### config.mk
export PLATFORM = sky130hd
export DESIGN_NAME = mem_access_ctrl
export DESIGN_NICKNAME = d
export VERILOG_FILES = /design/src/rtl/mem_access_ctrl.sv
export SDC_FILE = /design/constraint.sdc
export NUM_CORES = 1
export LEC_CHECK = 0
export CAP_MARGIN = 0
export CORE_MARGIN = 10
export CORE_UTILIZATION = 50
export CTS_CLUSTER_DIAMETER = 120
export DETAILED_ROUTE_END_ITERATION = 6
export GPL_ROUTABILITY_DRIVEN = 0
export GPL_TIMING_DRIVEN = 0
export PLACE_DENSITY = 0.95
export RECOVER_POWER = 50
export SLEW_MARGIN = 20
export SYNTH_ARGS = -nofsm -noshare
export SYNTH_HDL_FRONTEND = slang
export SYNTH_SLANG_ARGS = --single-unit
### constraint.sdc
create_clock -name clk -period 5.76 [get_ports clk]
set_input_delay 0.864 -clock clk [delete_from_list [all_inputs] [get_ports clk]]
set_output_delay 0.864 -clock clk [all_outputs]
set_load 0.05 [all_outputs]
### src/rtl/mem_access_ctrl.sv
// mem_access_ctrl: sequences one 32-bit MEM-stage access onto a 16-bit SRAM
// as a low-halfword phase followed by a high-halfword phase, freezing the
// pipeline via ready until the access completes.
module mem_access_ctrl #(
   parameter int unsigned BIT_NUMBER  = 32,
   parameter int unsigned BASE_ADDR   = 1024,
   parameter int unsigned WAIT_CYCLES = 1
) (
   input  logic                  clk,
   input  logic                  rst,
   input  logic                  rd_en,
   input  logic                  wr_en,
   input  logic [BIT_NUMBER-1:0] address,
   input  logic [BIT_NUMBER-1:0] write_data,
   output logic [BIT_NUMBER-1:0] read_data,
   output logic                  ready,
   output logic [17:0]           sram_addr,
   output logic [15:0]           sram_dq_out,
   output logic                  sram_dq_oe,
   input  logic [15:0]           sram_dq_in,
   output logic                  sram_we_n
);

   localparam int unsigned HALF_W  = 16;
   localparam int unsigned WORD_AW = 17;
   localparam int unsigned CNT_W   = 4;

   localparam logic [1:0] S_IDLE = 2'd0;
   localparam logic [1:0] S_LOW  = 2'd1;
   localparam logic [1:0] S_HIGH = 2'd2;
   localparam logic [1:0] S_DONE = 2'd3;

   localparam logic [CNT_W-1:0] CNT_LAST = CNT_W'(WAIT_CYCLES);

   logic [1:0]            r_state;
   logic [CNT_W-1:0]      r_cnt;
   logic                  r_wr;
   logic [WORD_AW-1:0]    r_word;
   logic [BIT_NUMBER-1:0] r_wdata;
   logic [BIT_NUMBER-1:0] r_read_data;
   logic [17:0]           r_sram_addr;
   logic [HALF_W-1:0]     r_dq_out;
   logic                  r_dq_oe;
   logic                  r_we_n;

   logic [1:0]            w_state_nxt;
   logic [CNT_W-1:0]      w_cnt_nxt;
   logic                  w_wr_nxt;
   logic [WORD_AW-1:0]    w_word_nxt;
   logic [BIT_NUMBER-1:0] w_wdata_nxt;
   logic [BIT_NUMBER-1:0] w_read_nxt;
   logic [17:0]           w_sram_addr_nxt;
   logic [HALF_W-1:0]     w_dq_out_nxt;
   logic                  w_dq_oe_nxt;
   logic                  w_we_n_nxt;
   logic [BIT_NUMBER-1:0] w_offset;
   logic [WORD_AW-1:0]    w_req_word;
   logic                  w_req;

   // SRAM word index of the incoming request, wrapping modulo 2^17 words
   always_comb begin
      w_offset   = address - BIT_NUMBER'(BASE_ADDR);
      w_req_word = WORD_AW'(w_offset >> 2);
      w_req      = rd_en | wr_en;
   end

   // State register plus registered SRAM-side and read-data outputs
   always_ff @(posedge clk or negedge rst) begin
      if (!rst) begin
         r_state     <= S_IDLE;
         r_cnt       <= '0;
         r_wr        <= 1'b0;
         r_word      <= '0;
         r_wdata     <= '0;
         r_read_data <= '0;
         r_sram_addr <= '0;
         r_dq_out    <= '0;
         r_dq_oe     <= 1'b0;
         r_we_n      <= 1'b1;
      end else begin
         r_state     <= w_state_nxt;
         r_cnt       <= w_cnt_nxt;
         r_wr        <= w_wr_nxt;
         r_word      <= w_word_nxt;
         r_wdata     <= w_wdata_nxt;
         r_read_data <= w_read_nxt;
         r_sram_addr <= w_sram_addr_nxt;
         r_dq_out    <= w_dq_out_nxt;
         r_dq_oe     <= w_dq_oe_nxt;
         r_we_n      <= w_we_n_nxt;
      end
   end

   // Next state; SRAM outputs are computed for the state being entered
   always_comb begin
      w_state_nxt     = r_state;
      w_cnt_nxt       = r_cnt;
      w_wr_nxt        = r_wr;
      w_word_nxt      = r_word;
      w_wdata_nxt     = r_wdata;
      w_read_nxt      = r_read_data;
      w_sram_addr_nxt = r_sram_addr;
      w_dq_out_nxt    = r_dq_out;
      w_dq_oe_nxt     = 1'b0;
      w_we_n_nxt      = 1'b1;

      case (r_state)
         S_IDLE: begin
            if (w_req) begin
               w_state_nxt     = S_LOW;
               w_cnt_nxt       = '0;
               w_wr_nxt        = wr_en;
               w_word_nxt      = w_req_word;
               w_wdata_nxt     = write_data;
               w_sram_addr_nxt = {w_req_word, 1'b0};
               w_dq_oe_nxt     = wr_en;
               w_we_n_nxt      = ~wr_en;
               if (wr_en) begin
                  w_dq_out_nxt = write_data[HALF_W-1:0];
               end
            end
         end
         S_LOW: begin
            w_dq_oe_nxt = r_wr;
            w_we_n_nxt  = ~r_wr;
            if (r_cnt == CNT_LAST) begin
               w_state_nxt     = S_HIGH;
               w_cnt_nxt       = '0;
               w_sram_addr_nxt = {r_word, 1'b1};
               if (r_wr) begin
                  w_dq_out_nxt = r_wdata[BIT_NUMBER-1:HALF_W];
               end else begin
                  w_read_nxt[HALF_W-1:0] = sram_dq_in;
               end
            end else begin
               w_cnt_nxt = r_cnt + CNT_W'(1);
            end
         end
         S_HIGH: begin
            if (r_cnt == CNT_LAST) begin
               w_state_nxt = S_DONE;
               w_cnt_nxt   = '0;
               if (!r_wr) begin
                  w_read_nxt[BIT_NUMBER-1:HALF_W] = sram_dq_in;
               end
            end else begin
               w_cnt_nxt   = r_cnt + CNT_W'(1);
               w_dq_oe_nxt = r_wr;
               w_we_n_nxt  = ~r_wr;
            end
         end
         default: begin
            w_state_nxt = S_IDLE;
         end
      endcase
   end

   // Freeze the pipeline unless idle with no request or completing
   always_comb begin
      ready = ((r_state == S_IDLE) & ~rd_en & ~wr_en) | (r_state == S_DONE);
   end

   assign read_data   = r_read_data;
   assign sram_addr   = r_sram_addr;
   assign sram_dq_out = r_dq_out;
   assign sram_dq_oe  = r_dq_oe;
   assign sram_we_n   = r_we_n;

endmodule

==> flow_metrics.tcl, run 1 <==
set metrics [dict create \
    place_worst_setup_slack_ns 2.077 \
    hold_end "r_word[16]$_DFFE_PN0P_" \
    timing.fmax_mhz 243.6 \
    hpwlAfterDp_mm 9.535 \
    max-slew-margin-rel -0.6016 \
    pwr_density_cell_mw_per_mm2 682.5 \
    setup_ws_ns 1.655 \
    antenna_left 0 \
    clockBufferDepth 2 \
    drive_gt1_frac 0.1679 \
    cp_max_fo 6 \
    die_area_mm2 0.01366 \
    n_antenna_cell 0 \
    maxCapViolations 1 \
    ys_seq_area_frac 0.5761 \
    clock-sinks 108 \
    peakVddDrop_mv 0.3750 \
    worst_slew_pin_slew_ns 2.402 \
    syn_avg_cell_area_um2 12.48 \
    grt_pass1_wl_mm 19.44 \
    crit_path_end_kind "output pin" \
    fillers 657 \
    crit_buf_inv 3 \
    rrSetupSlack_ns 3.11 \
    grt_overflow 0 \
    synthArstFlopShare 1.000 \
    routed-via-count 3443 \
    cts-buffers-inserted 9 \
    finalSetupViolCount 0 \
    antenna_found_initial 0 \
    period_share 0.7127 \
    post_cts_buffers 0 \
    syn_inst 376 \
    final_area_mm2 0.006369 \
    violations "max-capacitance violations, max-slew violations" \
    required_ns 4.90 \
    die_h_um 116.9 \
    holdCritPathClass "reg2reg" \
    status "finished, violations left" \
    yosys.cell_types.count 42 \
    syn_to_final_growth_pct 35.70 \
    yosys.area.top_type "dfrtp_1" \
    worstPathArrival_ns 3.24 \
    hold_path_depth 2 \
    clk_latency_ns 0.37 \
    num_rows 35 \
    coreArea_mm2 0.009196 \
    post_cts_resized 0 \
    yosys-top-cells-count "107 x dfrtp_1, 56 x mux2_2, 35 x nand2_1, 25 x mux2i_1, 25 x nor2_1" \
    yosysMostFrequentCell "dfrtp_1" \
    ys_seq_elements 108 \
    critical_path_class "in2out" \
    drt_pass1_iterations 4 \
    startpoint_type "input pin" \
    nets 616 \
    post_drt_wl_per_cell_um 18.90 \
    synth_edf_count 0 \
    ff2ff_path_depth 9 \
    fin_tns_setup_ns 0 \
    fin_skew_ns 0.01026 \
    vias_per_cell 5.371 \
    remaining_drc_errors 0 \
    slowest_delay_ns 0.81 \
    reg2reg_from "r_state[0]$_DFFE_PN0P_" \
    grt_max_degree 66 \
    slowest_stage "clkdlybuf4s50_1" \
    die_w_um 116.9 \
    cts_hold_buffers 0 \
    port_buffers 137 \
    p_leak_uw 0.002675 \
    ys_top_cells_by_area "dfrtp_1 57%, mux2_2 13%, mux2i_1 5.3%, nand2_1 2.8%, a21oi_1 2.1%" \
    slew_violations 44 \
    wl_mm 12.12 \
    hold_violations 0 \
    clk_pin_slew_ns 0.10 \
    path_cells "dlygate4sd3_1 -> nor3b_1 -> nor2_1 -> inv_1 -> clkdlybuf4s50_1" \
    root_buffer "clkbuf_8" \
    syn-cell-area_mm2 0.004693 \
    cts_tree "done" \
    cts_htree_levels 3 \
    first_iter_violations 107 \
    hp-start "r_word[16]$_DFFE_PN0P_" \
    p_total_uw 4346 \
    start_util 0.5103 \
    ys.flop_type "dfrtp_1" \
    synth_nets 467 \
    final.min_clock_period_ns 4.105 \
    track_usage 0.1811 \
    yosysWarnings 0 \
    grt_pass1_vias 3784 \
    netlist.area_leader.share 0.5705 \
    placedInstanceArea_mm2 0.006232 \
    rsz0062_at_grt "no" \
    final_util 0.6925 \
    critPathTopFamily "buffers and inverters" \
    ioPinCount 153 \
    reg2reg_to "sram_addr[15]$_DFFE_PN0P_" \
]
==> routing by layer <==
layer | global-route usage | routed length [µm] | part of all wire
met1 | 0.2019 | 4569 | 0.38
met3 | 0.04791 | 858 | 0.071
met4 | 0.05684 | 175 | 0.014
met2 | 0.3285 | 6512 | 0.54
met5 | 0 | 0 | 0
==> stage by stage <==
stage,hold WS [ns],std cells
after floorplan,0.4495,376
after global placement,0.4634,624
after detailed placement,0.4750,625
after CTS,0.4089,641
after global routing,0.5272,641
final,0.4947,641
==> worst max path at each step <==
stage / endpoint / depth (start not counted) / start / slack, ns
finish: ready / 5 / wr_en / 1.65
global route: ready / 5 / wr_en / 1.50
CTS: ready / 5 / wr_en / 2.07
detailed placement: ready / 5 / wr_en / 2.08
global placement: sram_dq_out[4]$_DFFE_PN0P_ / 1 / rst / -0.03
floorplan: ready / 3 / rd_en / 3.26
==> worst min-delay path, delay by kind of cell, from the launching register on <==
family / cells / cell delay (ns)
DFF: 1 / 0.36
AOI/OAI and AO/OA: 1 / 0.06
and+or+nand+nor: 1 / 0.04
==> layout make-up <==
type / count / area, µm² / area share
multi-input combinational: 243 / 1826 / 0.2866
sequential: 108 / 2704 / 0.4246
inverter: 6 / 22.52 / 0.003536
clock inverter: 7 / 71.32 / 0.01120
buffer: 19 / 90.09 / 0.01415
tap: 111 / 138.9 / 0.02181
timing repair buffer: 138 / 1393 / 0.2187
clock buffer: 9 / 123.9 / 0.01945
==> kinds of logic (layout without fill, tap and decap cells) <==
| kind of cell | after synthesis | count (layout) | share of synthesized area |
|---|---|---|---|
| AO/OA/AOI/OAI | 61 | 61 | 0.08052 |
| XOR/XNOR | 7 | 7 | 0.01306 |
| adder cells (fa/ha/maj) | 7 | 7 | 0.01866 |
| buffers and inverters | 25 | 179 | 0.02906 |
| flip-flops | 108 | 108 | 0.5761 |
| multiplexers | 84 | 84 | 0.1973 |
| AND/OR/NAND/NOR | 84 | 84 | 0.08531 |
==> report_power, final <==
part	internal (µW)	total (µW)	switching [µW]
Clock	169	448	279
Combinational	945	2550	1600
Sequential	1150	1350	206
Total	2260	4350	2090
==> cell usage in the layout (no fill, tap or decap), types with 9 or more instances in the layout <==
cell             instances
dfrtp_1                107
o21ai_0                 13
clkbuf_8                 9
clkbuf_1                14
clkdlybuf4s50_1        135
mux2i_1                 25
mux2_2                  56
nand2_1                 37
nor2_1                  26
a21oi_1                 20
==> registers in the layout (all words and copies together) (netlist names) <==
name / count
r_word: 17
sram_dq_out: 16
r_cnt: 4
sram_dq_oe: 1
read_data: 32
r_wr: 1
r_state: 2
r_wdata: 16
sram_we_n: 1
sram_addr: 18
No activity file was read; power rests on OpenSTA's default activity.
==> inputs of run 2 (changes only) <==
CORE_UTILIZATION = 46   (was 50)
PLACE_DENSITY = 0.92   (was 0.95)
clock period = 3.8 ns   (was 5.76 ns; I/O delays follow)
==> run 2 against run 1 <==
The run still ends with max-capacitance violations, max-slew violations left. Combinational power increased by 53%. Non-clock buffer count unchanged. Clock skew is 0.0024 ns higher. Sequential share of layout area is 0.40 points lower. Core utilization is 4.1 points lower. Register-to-register slack got worse by 1.8 ns. Highest routed layer unchanged. Global-route usage down 1.2 points. Sequential cell count unchanged.
==> flow_metrics.tcl, run 2 (synthesis results as in run 1) <==
set metrics [dict create \
    status "finished, violations left" \
    violations "max-capacitance violations, max-slew violations" \
    required_ns 3.23 \
    worstPathArrival_ns 2.79 \
    track_usage 0.1688 \
    timing.fmax_mhz 298.0 \
    syn_to_final_growth_pct 36.98 \
    fillers 733 \
    remaining_drc_errors 0 \
    die_w_um 121.0 \
    fin_skew_ns 0.01263 \
    first_iter_violations 110 \
    clock-sinks 108 \
    vias_per_cell 5.222 \
    clk_latency_ns 0.38 \
    critical_path_class "reg2out" \
    grt_pass1_vias 3743 \
    pwr_density_cell_mw_per_mm2 1039 \
    p_total_uw 6680 \
    grt_max_degree 65 \
    start_util 0.4758 \
    p_int_uw 3501 \
    p_leak_uw 0.002683 \
    antenna_found_initial 0 \
    pwr-share-seq 0.309 \
    peakVddDrop_mv 0.6101 \
    clockBufferDepth 2 \
    port_buffers 137 \
    period_share 0.8831 \
    post_cts_buffers 0 \
    final_util 0.6517 \
    hold_violations 0 \
    cts_htree_levels 3 \
    nets 616 \
    net-switching-power_uw 3179 \
    startpoint_type "flip-flop" \
    grt_overflow 0 \
    ioPinCount 153 \
    rsz0062_at_grt "no" \
    cts_tree "done" \
    final_area_mm2 0.006429 \
    grt_pass1_wl_mm 19.58 \
    cts_hold_buffers 0 \
    cts-buffers-inserted 9 \
    n_antenna_cell 0 \
    largest_reg_flops 32 \
    slew_violations 45 \
    root_buffer "clkbuf_8" \
    post_cts_resized 0 \
    num_rows 36 \
    worst_slew_pin_slew_ns 2.411 \
    coreArea_mm2 0.009864 \
    die_h_um 121.0 \
    crit_path_end_kind "output pin" \
    maxCapViolations 1 \
    power_frac_comb 0.582 \
    drt_pass1_iterations 5 \
    cpMostUsedCell "inv_1" \
    routed-via-count 3462 \
    max-slew-margin-rel -0.6071 \
    sw_frac_of_total 0.4759 \
    hpwlAfterDp_mm 9.722 \
    drive_gt1_frac 0.1736 \
    final.min_clock_period_ns 3.356 \
    antenna_left 0 \
    slowest_delay_ns 0.81 \
    holdCritPathClass "reg2reg" \
    cp_max_fo 8 \
    layout_common_cells "135 x clkdlybuf4s50_1, 107 x dfrtp_1, 56 x mux2_2" \
    die_area_mm2 0.01464 \
    finalSetupViolCount 0 \
    post_drt_wl_per_cell_um 18.84 \
    clkPwrFrac 0.109 \
    placedInstanceArea_mm2 0.006260 \
    wl_mm 12.49 \
    path_cells "inv_1 -> ha_1 -> clkbuf_1 -> nor3b_2 -> nor2_1 -> inv_1 -> clkdlybuf4s50_1" \
    final_common_cell "clkdlybuf4s50_1" \
    clk_pin_slew_ns 0.10 \
    slowest_stage "clkdlybuf4s50_1" \
]
==> run 2: cell count changes in the layout (fill, tap and decap cells not counted), sizes merged <==
cell	previous run	this run
clkbuf	23	21
buf	7	9
clkinv	5	1
bufinv	0	1
clkinvlp	0	3
==> run 2: worst paths after layout <==
path | start | endpoint | slack (ns) | cells past startpoint
max reg2reg | r_cnt[0]$_DFFE_PN0P_ | read_data[1]$_DFFE_PN0P_ | 1.30 | 7
min in group asynchronous | rst | sram_addr[12]$_DFFE_PN0P_ | 0.92 | 1
min | sram_addr[10]$_DFFE_PN0P_ | sram_addr[10]$_DFFE_PN0P_ | 0.49 | 2
max | r_state[0]$_DFFE_PN0P_ | ready | 0.44 | 7
max in group asynchronous | rst | r_word[5]$_DFFE_PN0P_ | 1.50 | 1
min reg2reg | sram_addr[10]$_DFFE_PN0P_ | sram_addr[10]$_DFFE_PN0P_ | 0.49 | 2
==> run 2: through the flow <==
step                      TNS [ns]  hold WS, ns  setup slack [ns]  std cells
after floorplan                  0       0.2744             1.630        376
after global placement     -185.19       0.4632            -1.732        646
after detailed placement         0       0.4692            0.6682        647
after CTS                        0       0.1095            0.4415        663
after global routing             0       0.5212            0.2528        663
final                            0       0.4934            0.4443        663
==> run 2: power groups by stage <==
stage               Clock, µW  Combinational [µW]  Sequential (µW)
CTS                       744                3960             2070
detailed placement          0                3940             2090
global route              785                4130             2130
floorplan                   0                1400             3290
finish                    727                3890             2060
global placement            0                3840             2030
==> run 2: final cells by class <==
class	instances	area, µm²	area share
Sequential cell	108	2704	0.4206
Multi-Input combinational cell	243	1831	0.2847
Timing Repair Buffer	138	1393	0.2166
Tap cell	133	166.4	0.02589
Clock buffer	9	123.9	0.01927
Buffer	19	105.1	0.01635
Clock inverter	7	83.83	0.01304
Inverter	6	22.52	0.003503
==> run 2: per-layer routing <==
layer,vias up,track usage,share of wire
li1,1615,-,-
met1,1718,0.1772,0.37
met2,109,0.3078,0.54
met3,20,0.04933,0.067
met4,0,0.06863,0.021
met5,-,0,0
==> run 2: worst max-delay path: cells and delay by family (launching register included) <==
kind	cells	cell delay, ns
adders and majority gates	1	0.14
buffers and inverters	4	1.24
DFF	1	0.43
and+or+nand+nor	2	0.60
